`src/rtl/if1_pc_gen.sv`:
```
// IF1 program-counter generator with optional direct-mapped BTB + 2-bit counters.
// Define IF1_BTB_EN to build the predictor; otherwise the PC only steps, holds or redirects.
module if1_pc_gen #(
  parameter logic [31:0] RESET_PC  = 32'h1c000000,
  parameter int          BTB_IDX_W = 4
) (
  input  logic        clk,
  input  logic        rst,
  input  logic        pc_wen,
  input  logic        pc_is_wrong,
  input  logic [31:0] pc_correct,
  input  logic        upd_valid,
  input  logic [31:0] upd_pc,
  input  logic        upd_is_branch,
  input  logic        upd_taken,
  input  logic [31:0] upd_target,
  output logic [31:0] if1_pc,
  output logic        if1_valid,
  output logic        if1_branch_bp,
  output logic [31:0] if1_bp_target
);

  logic [31:0] pc_nxt;

`ifdef IF1_BTB_EN
  localparam int DEPTH = 1 << BTB_IDX_W;
  localparam int TAG_W = 30 - BTB_IDX_W;

  typedef struct packed {
    logic             valid;
    logic [TAG_W-1:0] tag;
    logic [31:0]      target;
    logic [1:0]       ctr;
  } btb_entry_t;

  btb_entry_t btb [DEPTH];

  // Lookup on the live fetch PC
  logic [BTB_IDX_W-1:0] lk_idx;
  logic [TAG_W-1:0]     lk_tag;
  btb_entry_t           lk_ent;
  logic                 lk_hit;

  assign lk_idx        = if1_pc[BTB_IDX_W+1:2];
  assign lk_tag        = if1_pc[31:BTB_IDX_W+2];
  assign lk_ent        = btb[lk_idx];
  assign lk_hit        = lk_ent.valid && (lk_ent.tag == lk_tag);
  assign if1_branch_bp = lk_hit && lk_ent.ctr[1];
  assign if1_bp_target = if1_branch_bp ? lk_ent.target : 32'h0;

  // Training from EX resolution
  logic [BTB_IDX_W-1:0] up_idx;
  logic [TAG_W-1:0]     up_tag;
  btb_entry_t           up_ent;
  logic                 up_hit;
  logic [1:0]           ctr_nxt;
  logic [1:0]           unused_upd_lsb;

  assign up_idx         = upd_pc[BTB_IDX_W+1:2];
  assign up_tag         = upd_pc[31:BTB_IDX_W+2];
  assign up_ent         = btb[up_idx];
  assign up_hit         = up_ent.valid && (up_ent.tag == up_tag);
  assign unused_upd_lsb = upd_pc[1:0];

  always_comb begin
    ctr_nxt = up_ent.ctr;
    if (upd_taken) begin
      if (up_ent.ctr != 2'b11) ctr_nxt = up_ent.ctr + 2'b01;
    end else begin
      if (up_ent.ctr != 2'b00) ctr_nxt = up_ent.ctr - 2'b01;
    end
  end

  // Only valid bits are reset; target/ctr are ignored while invalid
  always_ff @(posedge clk) begin
    if (rst) begin
      for (int i = 0; i < DEPTH; i++) btb[i].valid <= 1'b0;
    end else if (upd_valid) begin
      if (upd_is_branch) begin
        if (up_hit) begin
          btb[up_idx].ctr <= ctr_nxt;
          if (upd_taken) btb[up_idx].target <= upd_target;
        end else if (upd_taken) begin
          btb[up_idx] <= '{valid: 1'b1, tag: up_tag, target: upd_target, ctr: 2'b10};
        end
      end else if (up_hit) begin
        btb[up_idx].valid <= 1'b0;
      end
    end
  end
`else
  logic unused_upd;

  assign if1_branch_bp = 1'b0;
  assign if1_bp_target = 32'h0;
  assign unused_upd    = ^{upd_valid, upd_pc, upd_is_branch, upd_taken, upd_target};
`endif

  // Redirect beats stall; prediction only matters when advancing
  always_comb begin
    pc_nxt = if1_pc + 32'd4;
    if (pc_is_wrong)        pc_nxt = pc_correct;
    else if (!pc_wen)       pc_nxt = if1_pc;
    else if (if1_branch_bp) pc_nxt = if1_bp_target;
  end

  always_ff @(posedge clk) begin
    if (rst) begin
      if1_pc    <= RESET_PC;
      if1_valid <= 1'b0;
    end else begin
      if1_pc    <= pc_nxt;
      if1_valid <= 1'b1;
    end
  end

endmodule

```
`config.mk`:
```
export PLATFORM = sky130hd
export DESIGN_NAME = if1_pc_gen
export DESIGN_NICKNAME = d
export VERILOG_FILES = /design/src/rtl/if1_pc_gen.sv
export SDC_FILE = /design/constraint.sdc
export NUM_CORES = 1
export LEC_CHECK = 0
export BUFFER_PORTS_ARGS = -buffer_cell sky130_fd_sc_hd__buf_2
export CELL_PAD_IN_SITES_DETAIL_PLACEMENT = 1
export CELL_PAD_IN_SITES_GLOBAL_PLACEMENT = 2
export CORE_MARGIN = 3
export CORE_UTILIZATION = 20
export CTS_CLUSTER_SIZE = 20
export DETAILED_ROUTE_END_ITERATION = 12
export PLACE_DENSITY_LB_ADDON = 0.15
export SKIP_CTS_REPAIR_TIMING = 1
export SYNTH_ARGS = -nofsm -noshare
export SYNTH_HDL_FRONTEND = slang
export SYNTH_SLANG_ARGS = --single-unit
export TNS_END_PERCENT = 10
```
`constraint.sdc`:
```
create_clock -name clk -period 2.49 [get_ports clk]
set_clock_uncertainty 0.2 [all_clocks]
set_input_delay 0.249 -clock clk [delete_from_list [all_inputs] [get_ports clk]]
set_output_delay 0.249 -clock clk [all_outputs]
set_load 0.01 [all_outputs]
```
==> results.py, run 1 <==
metrics = {
    "timing": {
        "finalHoldWorstSlack_ps": -9.38,
        "max_slew.worst_pin.slew_ps": 661,
        "setup-violations-final": 0,
        "grt_setup_unrepaired": "no",
        "setup-tns-final_ps": 0,
        "post-route-period-util": 0.833,
        "worst_slew_margin_rel": 0.558,
        "period_needed_ps": 2070,
        "report.final.hold_viol_count": 1,
        "finalMaxSlewViolations": 0,
        "fmax_mhz": 482,
    },
    "clock_network": {
        "cts_tree": "yes",
        "clockRootBuffer": "clkbuf_8",
        "tritoncts_sink_count": 33,
        "cts_bufs_inserted": 5,
        "clock_latency_ps": 290,
        "clock_tree.htree_level_count": 2,
        "clockBufferDepth": 2,
        "worst_setup_hold_path_clk_slew_ps": 80,
    },
    "routing": {
        "wl_per_cell_um": 16.4,
        "detail_route.drc_violations": 0,
        "drt_iter0_markers": 72,
        "via_count": 2252,
        "routed_wl_um": 7960,
        "ant_nets": 0,
        "number_of_optimization_iterations_in_the_first_detailed_route_pass": 4,
        "vias_per_instance": 4.64,
    },
    "final_layout": {
        "multi_input_logic_area_mm2": 0.00129,
        "nFillCells": 1301,
        "areaGrowthSynthToFinish_pct": 24.2,
        "post_layout_nonfiller_instances": 485,
        "drive_above_1_share": 0.281,
        "sequential_cell_area_um2": 661,
        "antennaDiodeCount": 0,
        "num-nets-final": 452,
    },
    "yosys": {
        "share_of_cell_area_taken_by_muxes_after_synthesis": 0.0137,
        "ys_async_sr_fraction": 0,
        "synth-compound-area-share": 0.184,
        "post_synth_inst_count": 277,
        "synth-edff-count": 0,
        "synth.cell_area_mm2": 0.00219,
        "combinational_family_with_the_most_area_after_synthesis": "simple AND/OR/NAND/NOR gates",
        "post_synth.cell_area_avg_um2": 7.90,
        "synthAdderAreaFrac": 0.00572,
        "yosys.area_share.xor_xnor": 0.0441,
        "netlist-cell-type-count": 47,
        "synthesis.yosys.warnings": 0,
        "ys_seq_area_frac": 0.302,
        "post_synth_simple_gate_area": 0.285,
        "ys_dominant_reg_cell": "dfxtp_1",
        "synth_seq_cells": 33,
    },
    "die": {
        "row_count": 37,
        "floorplan.core_area_mm2": 0.0105,
        "dieWidth_um": 111,
        "floorplan.die.height_um": 111,
        "initial_utilization": 0.209,
        "floorplan.die_area_mm2": 0.0122,
        "ios": 169,
    },
    "power_and_ir_drop": {
        "pwr_density_cell_mw_per_mm2": 468,
        "static-leakage-power_nw": 1.19,
        "report.power.total_mw": 1.27,
        "ir_worst_vdd_uv": 210,
    },
    "worst_setup_path": {
        "timing.critical_path.arrival_ps": 2040,
        "crit_path_frequent_cell": "and3_1",
        "setup.worst_path.class": "register to register",
        "cp_max_fo": 12,
        "max_stage_delay_ps": 420,
        "timing.critical_path.required_ps": 2450,
        "worstSetupStartpointType": "register",
        "path_cells": "ha_1, and3_1, and3_1, buf_12, a311oi_1, a2111oi_0",
        "timing.reg2reg.worst_path_depth": 6,
        "endpoint_kind": "register",
        "crit_slowest_cell": "dfxtp_1",
    },
    "status": {
        "failed_checks": "negative hold slack",
        "status": "finished, violations left",
    },
    "placement": {
        "placement.io_buffers": 68,
        "dp_hpwl_um": 5760,
        "gp_congestion": 0.707,
        "numPlacedInstances": 473,
    },
    "global_routing": {
        "met3_usage": 0.0318,
        "overflow": 0,
        "wire_length_of_the_first_global_routing_pass_um": 12600,
        "pin_count_of_the_biggest_net_entering_global_routing": 41,
        "gr-usage-all-layers": 0.127,
        "antenna_found_initial": 0,
        "first_global_vias": 2291,
        "global_route.usage.met1": 0.166,
        "global_route.peak_usage_layer": "met2",
        "grt_use_met2": 0.212,
    },
    "worst_hold_path": {
        "min-delay-path-class": "input port to register",
        "timing.hold.worst_path_depth": 3,
    },
    "job": {
        "maxCapViolCount": 0,
    },
}
## critical path: cells and delay by family, from the launching register on
kind / cells / cell delay (ps)
AO/OA/AOI/OAI: 2 / 460
adder cells (fa/ha/maj): 1 / 250
AND/OR/NAND/NOR: 2 / 450
flip-flops: 1 / 420
buffers and inverters: 1 / 160
## through the flow
step           setup WS, ps  cell area [µm²]  utilization  hold WS, ps
2_1_floorplan           628             2310            -          187
3_3_place_gp            468             2590        0.248          271
5_1_grt                 177             2720        0.260        0.890
6_report                416             2720        0.260        -9.38
3_5_place_dp            424             2590        0.248          279
4_1_cts                 395             2680        0.256        -28.6
## worst paths after layout
kind / startpoint / endpoint / slack (ps)
max reg2reg: if1_pc[2]$_SDFFE_PP0N_ / if1_pc[30]$_SDFFE_PP0N_ / 420
min: pc_correct[3] / if1_pc[3]$_SDFFE_PP0N_ / -9
max: if1_pc[2]$_SDFFE_PP0N_ / if1_pc[30]$_SDFFE_PP0N_ / 420
min reg2reg: if1_pc[1]$_SDFFE_PP0P_ / if1_pc[1]$_SDFFE_PP0P_ / 300
## area by class of cell
class                      count  area share
timing repair buffer          83       0.175
clock inverter                 3     0.00645
inverter                       9      0.0124
tap                          136      0.0626
multi-input combinational    216       0.475
sequential                    33       0.243
clock buffer                   5      0.0253
## cell usage after synthesis, drive strengths merged (2+ instances only)
library cell  instances  area [µm²]
o211a                 2        20.0
a31oi                 5        31.3
dfxtp                33         661
and4                  4        35.0
nor2b                 2        12.5
and3                 12        75.1
a2111oi               2        17.5
nor3b                 4        30.0
and2                  2        12.5
nand2                19        71.3
clkbuf               12        45.0
nor2                 23        86.3
mux2i                 3        30.0
xor2                  8        70.1
inv                   9        33.8
o211ai                3        22.5
buf                  39         278
a31o                  5        43.8
a311oi                3        26.3
or3                   2        12.5
nand3                 9        45.0
xnor2                 3        26.3
a311o                 3        30.0
a211oi                8        60.1
a21oi                 9        45.0
nand4                20         138
o21ai                 5        25.0
nor4                  4        31.3
nor3                 10        50.1
## layer usage
layer  vias to the layer above  routed length (µm)
li1                       1091                   -
met1                      1089                3730
met2                        70                3800
met3                         2                 411
met4                         0                  29
met5                         -                   0
## flip-flops by register name, summed over array words and instances (netlist names)
register,cells
if1_pc,32
if1_valid,1
## cell families after synthesis
logic type	count (synthesis)
AOI/OAI and AO/OA	54
xor gates and xnor gates	11
adders and majority gates	1
buffers and inverters	60
DFF	33
muxes	3
other	1
and+or+nand+nor	114
## report_power, final
| part | switching (mW) | total, mW | leakage (nW) | internal (mW) |
|---|---|---|---|---|
| logic | 0.139 | 0.236 | 0.872 | 0.0972 |
| registers | 0.0510 | 0.613 | 0.274 | 0.562 |
| clock network | 0.229 | 0.423 | 0.0439 | 0.193 |
| total | 0.419 | 1.27 | 1.19 | 0.853 |
## placed cells by master, fill, tap and decap left out, drive strengths merged, types with 3 or more instances in the layout
cell type / count
nand3: 9
clkbuf: 5
conb: 33
o211ai: 3
and4: 4
nor2: 23
nor3: 10
xor2: 8
xnor2: 3
nor3b: 4
dlygate4sd3: 4
o21ai: 5
dfxtp: 33
nor4: 4
a311oi: 3
a211oi: 8
a31oi: 5
inv: 9
a21oi: 9
a31o: 5
mux2i: 3
nand4: 20
buf: 79
nand2: 19
a311o: 3
and3: 12
(Power assumes the default switching activity.)
==> run 2, diff against run 1 <==
- ABC_AREA: default -> 1
- CORE_UTILIZATION: 20 -> 17
- clock period: 2.49 -> 1.7 ns (I/O delays scaled with it)
==> run 2 against run 1 <==
  * The flow still finishes with violations (negative hold slack)
  * Final cell count is 36% higher
  * Routed wire length is 16% higher
  * Critical path type unchanged
  * Combinational power is 94% higher
  * Critical endpoint is now if1_pc[14]$_SDFFE_PP0N_
  * Global-route usage is 0.29 points lower
  * Critical path depth is 2 higher
==> results.py, run 2 <==
metrics = {
    "die": {
        "floorplan.die.height_um": 123,
        "row_count": 42,
        "floorplan.core_area_mm2": 0.0133,
        "initial_utilization": 0.175,
        "floorplan.die_area_mm2": 0.0151,
        "ios": 169,
        "dieWidth_um": 123,
    },
    "yosys": {
        "synth_top_cell_by_area": "dfxtp_1",
        "synth_top_cell_area_share": 0.284,
        "synthesis.yosys.warnings": 0,
        "count_leader_synth": "nand2_1",
        "ys_dominant_reg_cell": "dfxtp_1",
        "netlist-cell-type-count": 25,
        "post_synth_inst_count": 370,
        "synth.top_cells.by_count": "113 x nand2_1, 50 x nor2_1, 33 x buf_4, 33 x dfxtp_1, 26 x inv_1",
        "synth.top_cells.by_area": "dfxtp_1 28%, nand2_1 18%, buf_4 11%",
        "synth-edff-count": 0,
        "synth_seq_cells": 33,
        "synth.cell_area_mm2": 0.00233,
        "post_synth.cell_area_avg_um2": 6.30,
        "ys_seq_area_frac": 0.284,
        "ys_async_sr_fraction": 0,
    },
    "worst_setup_path": {
        "crit_path_start": "if1_pc[2]$_SDFFE_PP0N_",
        "timing.critical_path.required_ps": 1660,
        "timing.reg2reg.worst_path_depth": 8,
        "max_stage_delay_ps": 360,
        "timing.critical_path.arrival_ps": 1620,
        "endpoint_kind": "register",
        "setup.worst_path.class": "register to register",
        "setup.reg_to_reg.worst_slack_ps": 30,
        "worstSetupStartpointType": "register",
        "path_cells": "ha_4, nand2_4, nor2_4, nand2_4, nor2_4, nand2_1, xor2_1, a21oi_1",
        "worst_r2r_startpoint": "if1_pc[2]$_SDFFE_PP0N_",
        "crit_slowest_cell": "dfxtp_2",
        "r2r_end": "if1_pc[14]$_SDFFE_PP0N_",
        "critical_path.endpoint": "if1_pc[14]$_SDFFE_PP0N_",
        "cp_max_fo": 4,
    },
    "clock_network": {
        "clock_tree.htree_level_count": 2,
        "cts_tree": "yes",
        "clockBufferDepth": 2,
        "worst_setup_hold_path_clk_slew_ps": 50,
        "tritoncts_sink_count": 33,
        "clock_latency_ps": 280,
        "cts_bufs_inserted": 5,
        "clockRootBuffer": "clkbuf_16",
    },
    "final_layout": {
        "num-nets-final": 590,
        "areaGrowthSynthToFinish_pct": 45.3,
        "layout_top_registers": "if1_pc (32), if1_valid (1)",
        "antennaDiodeCount": 0,
        "largest_register_ff_count": 32,
        "final_common_cell": "nand2_1",
        "largest_register": "if1_pc",
        "drive_above_1_share": 0.317,
        "most-common-layout-cells": "110 x nand2_1, 68 x buf_2, 44 x buf_4, 38 x nor2_1, 33 x conb_1",
    },
    "timing": {
        "setup-violations-final": 0,
        "report.final.hold_viol_count": 8,
        "finalHoldWorstSlack_ps": -58.5,
        "post-route-period-util": 0.980,
        "period_needed_ps": 1670,
        "fmax_mhz": 600,
        "finalWorstSetupSlack_ps": 34.2,
        "grt_setup_unrepaired": "yes",
        "finalMaxSlewViolations": 0,
    },
    "routing": {
        "drt_iter0_markers": 41,
        "number_of_optimization_iterations_in_the_first_detailed_route_pass": 4,
        "wl_per_cell_um": 14.0,
        "vias_per_instance": 4.02,
        "routed_wl_um": 9280,
        "detail_route.drc_violations": 0,
        "ant_nets": 0,
        "via_count": 2664,
    },
    "global_routing": {
        "overflow": 0,
        "met3_usage": 0.0279,
        "global_route.usage.met1": 0.165,
        "grt_use_met2": 0.207,
        "gr-usage-all-layers": 0.124,
        "global_route.peak_usage_layer": "met2",
        "pin_count_of_the_biggest_net_entering_global_routing": 19,
        "wire_length_of_the_first_global_routing_pass_um": 14300,
        "antenna_found_initial": 0,
        "first_global_vias": 2698,
    },
    "power_and_ir_drop": {
        "static-leakage-power_nw": 1.50,
        "ir_worst_vdd_uv": 289,
        "power_frac_clock": 0.413,
        "power.share.sequential": 0.386,
        "switchingPower_mw": 0.675,
        "cell_internal_pwr_mw": 1.60,
        "pwr_density_cell_mw_per_mm2": 672,
        "power_switching_share": 0.296,
        "power.share.combinational": 0.201,
    },
    "status": {
        "failed_checks": "negative hold slack",
        "status": "finished, violations left",
    },
    "worst_hold_path": {
        "min-delay-path-class": "input port to register",
    },
    "placement": {
        "dp_worst_setup_slack_ps": -177,
        "gp_congestion": 0.767,
        "dp_hpwl_um": 7540,
        "placement.io_buffers": 68,
    },
    "job": {
        "maxCapViolCount": 0,
    },
}
==> run 2: cell count changes after synthesis, moves of 12 or more <==
cell,previous run,this run
nor2_1,23,50
a21oi_1,9,22
and3_1,12,0
inv_1,9,26
nand2_1,19,113
a22oi_1,0,17
nand4_1,18,1
==> run 2: through the flow <==
step	instances	instance area [µm²]	TNS [ps]	util	power [mW]
4_1_cts	651	3180	-708	0.238	2.29
5_1_grt	662	3390	-843	0.254	2.42
2_1_floorplan	402	2450	0	-	1.16
6_report	662	3390	0	0.254	2.28
3_5_place_dp	644	3030	-614	0.227	1.33
3_3_place_gp	644	3030	-467	0.227	1.32
==> run 2: kinds of logic after synthesis <==
group                    after synthesis  synth area share
XOR/XNOR                              14            0.0526
buffers and inverters                 70             0.168
AO/OA/AOI/OAI                         57             0.150
other                                  1           0.00161
AND/OR/NAND/NOR                      194             0.339
adder cells (fa/ha/maj)                1           0.00537
flip-flops                            33             0.284
==> run 2: power by group through the flow <==
stage,Combinational [mW],Sequential [mW],Clock [mW]
after CTS,0.444,0.875,0.974
after detailed placement,0.442,0.892,0
after global routing,0.517,0.887,1.01
after global placement,0.434,0.891,0
final,0.457,0.878,0.941
after floorplan,0.240,0.916,0
==> run 2: final cells by class <==
class / count / area, µm²
Fill cell: 1714 / 9960
Multi-Input combinational cell: 299 / 1490
Timing Repair Buffer: 121 / 762
Sequential cell: 33 / 672
Tap cell: 176 / 220
Clock buffer: 6 / 139
Inverter: 26 / 97.6
Clock inverter: 1 / 7.51
==> run 2: routing by layer <==
layer / up-vias / share of wire
li1: 1358 / -
met1: 1241 / 0.47
met2: 59 / 0.47
met3: 6 / 0.046
met4: 0 / 0.0089
met5: - / 0
==> run 2: how the worst min path moves through the flow <==
stage              startpoint                 endpoint  slack (ps)  depth (start not counted)
2_1_floorplan   pc_correct[0]   if1_pc[0]$_SDFFE_PP0P_         100                          2
3_3_place_gp    pc_correct[0]   if1_pc[0]$_SDFFE_PP0P_         200                          3
3_5_place_dp    pc_correct[0]   if1_pc[0]$_SDFFE_PP0P_         200                          3
4_1_cts         pc_correct[0]   if1_pc[0]$_SDFFE_PP0P_        -100                          3
5_1_grt        pc_correct[26]  if1_pc[26]$_SDFFE_PP1N_        0.09                          3
6_report       pc_correct[26]  if1_pc[26]$_SDFFE_PP1N_         -60                          3
==> run 2: critical path: cells and delay by family (launching register included) <==
family | cells | cell delay, ps
simple gates | 5 | 590
xor+xnor | 1 | 150
flops | 1 | 360
compound gates | 1 | 80
fa+ha+maj | 1 | 160
==> run 3, diff against run 2 <==
- clock period: 1.7 -> 1.5 ns (I/O delays scaled with it)
==> run 3 against run 2 <==
  * The run ends with negative hold slack, negative setup slack left
  * Combinational power increased by 23%
  * Final cell count increased by 3.6%
  * Via count increased by 3.0%
  * Critical path type unchanged
==> results.py, run 3 (synthesis results as in run 2) <==
metrics = {
    "global_routing": {
        "antenna_found_initial": 0,
        "pin_count_of_the_biggest_net_entering_global_routing": 18,
        "first_global_vias": 2711,
        "overflow": 0,
        "gr-usage-all-layers": 0.122,
        "wire_length_of_the_first_global_routing_pass_um": 14100,
    },
    "status": {
        "failed_checks": "negative hold slack, negative setup slack",
        "status": "finished, violations left",
    },
    "clock_network": {
        "worst_setup_hold_path_clk_slew_ps": 60,
        "clockRootBuffer": "clkbuf_16",
        "cts_bufs_inserted": 5,
        "cts_tree": "yes",
        "clockBufferDepth": 2,
        "clock_tree.htree_level_count": 2,
        "tritoncts_sink_count": 33,
        "clock_latency_ps": 280,
    },
    "power_and_ir_drop": {
        "static-leakage-power_nw": 1.63,
        "power_frac_clock": 0.416,
        "cell_internal_pwr_mw": 1.90,
        "ir_worst_vdd_uv": 347,
        "switchingPower_mw": 0.770,
        "power_switching_share": 0.288,
        "power.share.combinational": 0.211,
        "power.share.sequential": 0.373,
        "pwr_density_cell_mw_per_mm2": 725,
    },
    "timing": {
        "post-route-period-util": 1.09,
        "report.final.hold_viol_count": 14,
        "fmax_mhz": 610,
        "setup-violations-final": 23,
        "grt_setup_unrepaired": "yes",
        "period_needed_ps": 1640,
        "finalHoldWorstSlack_ps": -46.4,
        "setup-tns-final_ps": -1290,
        "finalMaxSlewViolations": 0,
        "finalWorstSetupSlack_ps": -139,
    },
    "die": {
        "floorplan.die.height_um": 123,
        "row_count": 42,
        "initial_utilization": 0.175,
        "dieWidth_um": 123,
        "floorplan.die_area_mm2": 0.0151,
        "ios": 169,
        "floorplan.core_area_mm2": 0.0133,
    },
    "final_layout": {
        "largest_register": "if1_pc",
        "final_common_cell": "nand2_1",
        "drive_above_1_share": 0.394,
        "largest_register_ff_count": 32,
        "post_layout_nonfiller_instances": 686,
        "antennaDiodeCount": 0,
        "layout.core_utilization": 0.276,
        "areaGrowthSynthToFinish_pct": 58.3,
        "nFillCells": 1719,
        "most-common-layout-cells": "106 x nand2_1, 68 x buf_2, 62 x buf_4, 33 x conb_1, 26 x inv_1",
        "layout_top_registers": "if1_pc (32), if1_valid (1)",
        "num-nets-final": 613,
    },
    "worst_setup_path": {
        "worstSetupStartpointType": "register",
        "setup.worst_path.class": "register to register",
        "timing.critical_path.arrival_ps": 1600,
        "cp_max_fo": 4,
        "timing.critical_path.required_ps": 1460,
        "endpoint_kind": "register",
    },
    "routing": {
        "drt_iter0_markers": 87,
        "via_count": 2744,
        "routed_wl_um": 9310,
        "wl_per_cell_um": 13.6,
        "vias_per_instance": 4.00,
        "detail_route.drc_violations": 0,
        "number_of_optimization_iterations_in_the_first_detailed_route_pass": 4,
        "ant_nets": 0,
    },
    "job": {
        "maxCapViolCount": 0,
    },
    "placement": {
        "numPlacedInstances": 662,
        "dp_hpwl_um": 7610,
        "placement.io_buffers": 68,
        "dp_worst_setup_slack_ps": -205,
        "gp_congestion": 0.801,
    },
    "worst_hold_path": {
        "min-delay-path-class": "input port to register",
    },
}
## run 3: cell types whose count changed in the layout (fill, tap and decap cells not counted), sizes merged
cell / before / now
clkinv: 0 / 1
buf: 113 / 131
clkinvlp: 1 / 0
clkbuf: 6 / 7
dlygate4sd3: 8 / 13
## run 3: final cells by class
class | instances | area (µm²) | area share
clock buffers | 7 | 153 | 0.0414
clock inverters | 1 | 5.00 | 0.00136
inverters | 26 | 97.6 | 0.0265
multi-input cells | 299 | 1580 | 0.428
flip-flops and latches | 33 | 686 | 0.186
well taps | 176 | 220 | 0.0597
repair buffers | 144 | 947 | 0.257
## run 3: final timing paths
| path | startpoint | end | slack [ps] | depth (start not counted) |
|---|---|---|---|---|
| worst min register to register | if1_pc[1]$_SDFFE_PP0P_ | if1_pc[1]$_SDFFE_PP0P_ | 330 | 2 |
| worst max register to register | if1_pc[3]$_SDFFE_PP0N_ | if1_pc[14]$_SDFFE_PP0N_ | -140 | 8 |
| worst max-delay path | if1_pc[3]$_SDFFE_PP0N_ | if1_pc[14]$_SDFFE_PP0N_ | -140 | 8 |
| worst min-delay path | pc_correct[6] | if1_pc[6]$_SDFFE_PP0N_ | -50 | 3 |
## run 3: per-stage QoR
step	instance area (µm²)	power [mW]
after floorplan	2470	1.31
after global placement	3200	1.53
after detailed placement	3200	1.54
after CTS	3350	2.68
after global routing	3690	2.83
final	3690	2.67
## run 3: routing by layer
layer | track usage | wire (µm) | vias up
li1 | - | - | 1401
met1 | 0.162 | 4450 | 1279
met2 | 0.203 | 4370 | 56
met3 | 0.0242 | 414 | 8
met4 | 0.0270 | 78 | 0
met5 | 0 | 0 | -
## run 3: worst max-delay path, stage by stage (launching register included)
cell and delay [ps]:
dfxtp_4 360, ha_4 160, nand2_4 60, nor2_4 130
nand2_4 80, nor2_4 200, nand2_1 90, xor2_1 140
a21oi_1 80
## run 3: power by group through the flow
stage	clock network [mW]	registers [mW]	logic [mW]
after global placement	0	1.01	0.520
after CTS	1.16	0.994	0.530
after floorplan	0	1.04	0.273
after detailed placement	0	1.01	0.527
after global routing	1.19	1.01	0.633
final	1.11	0.997	0.564
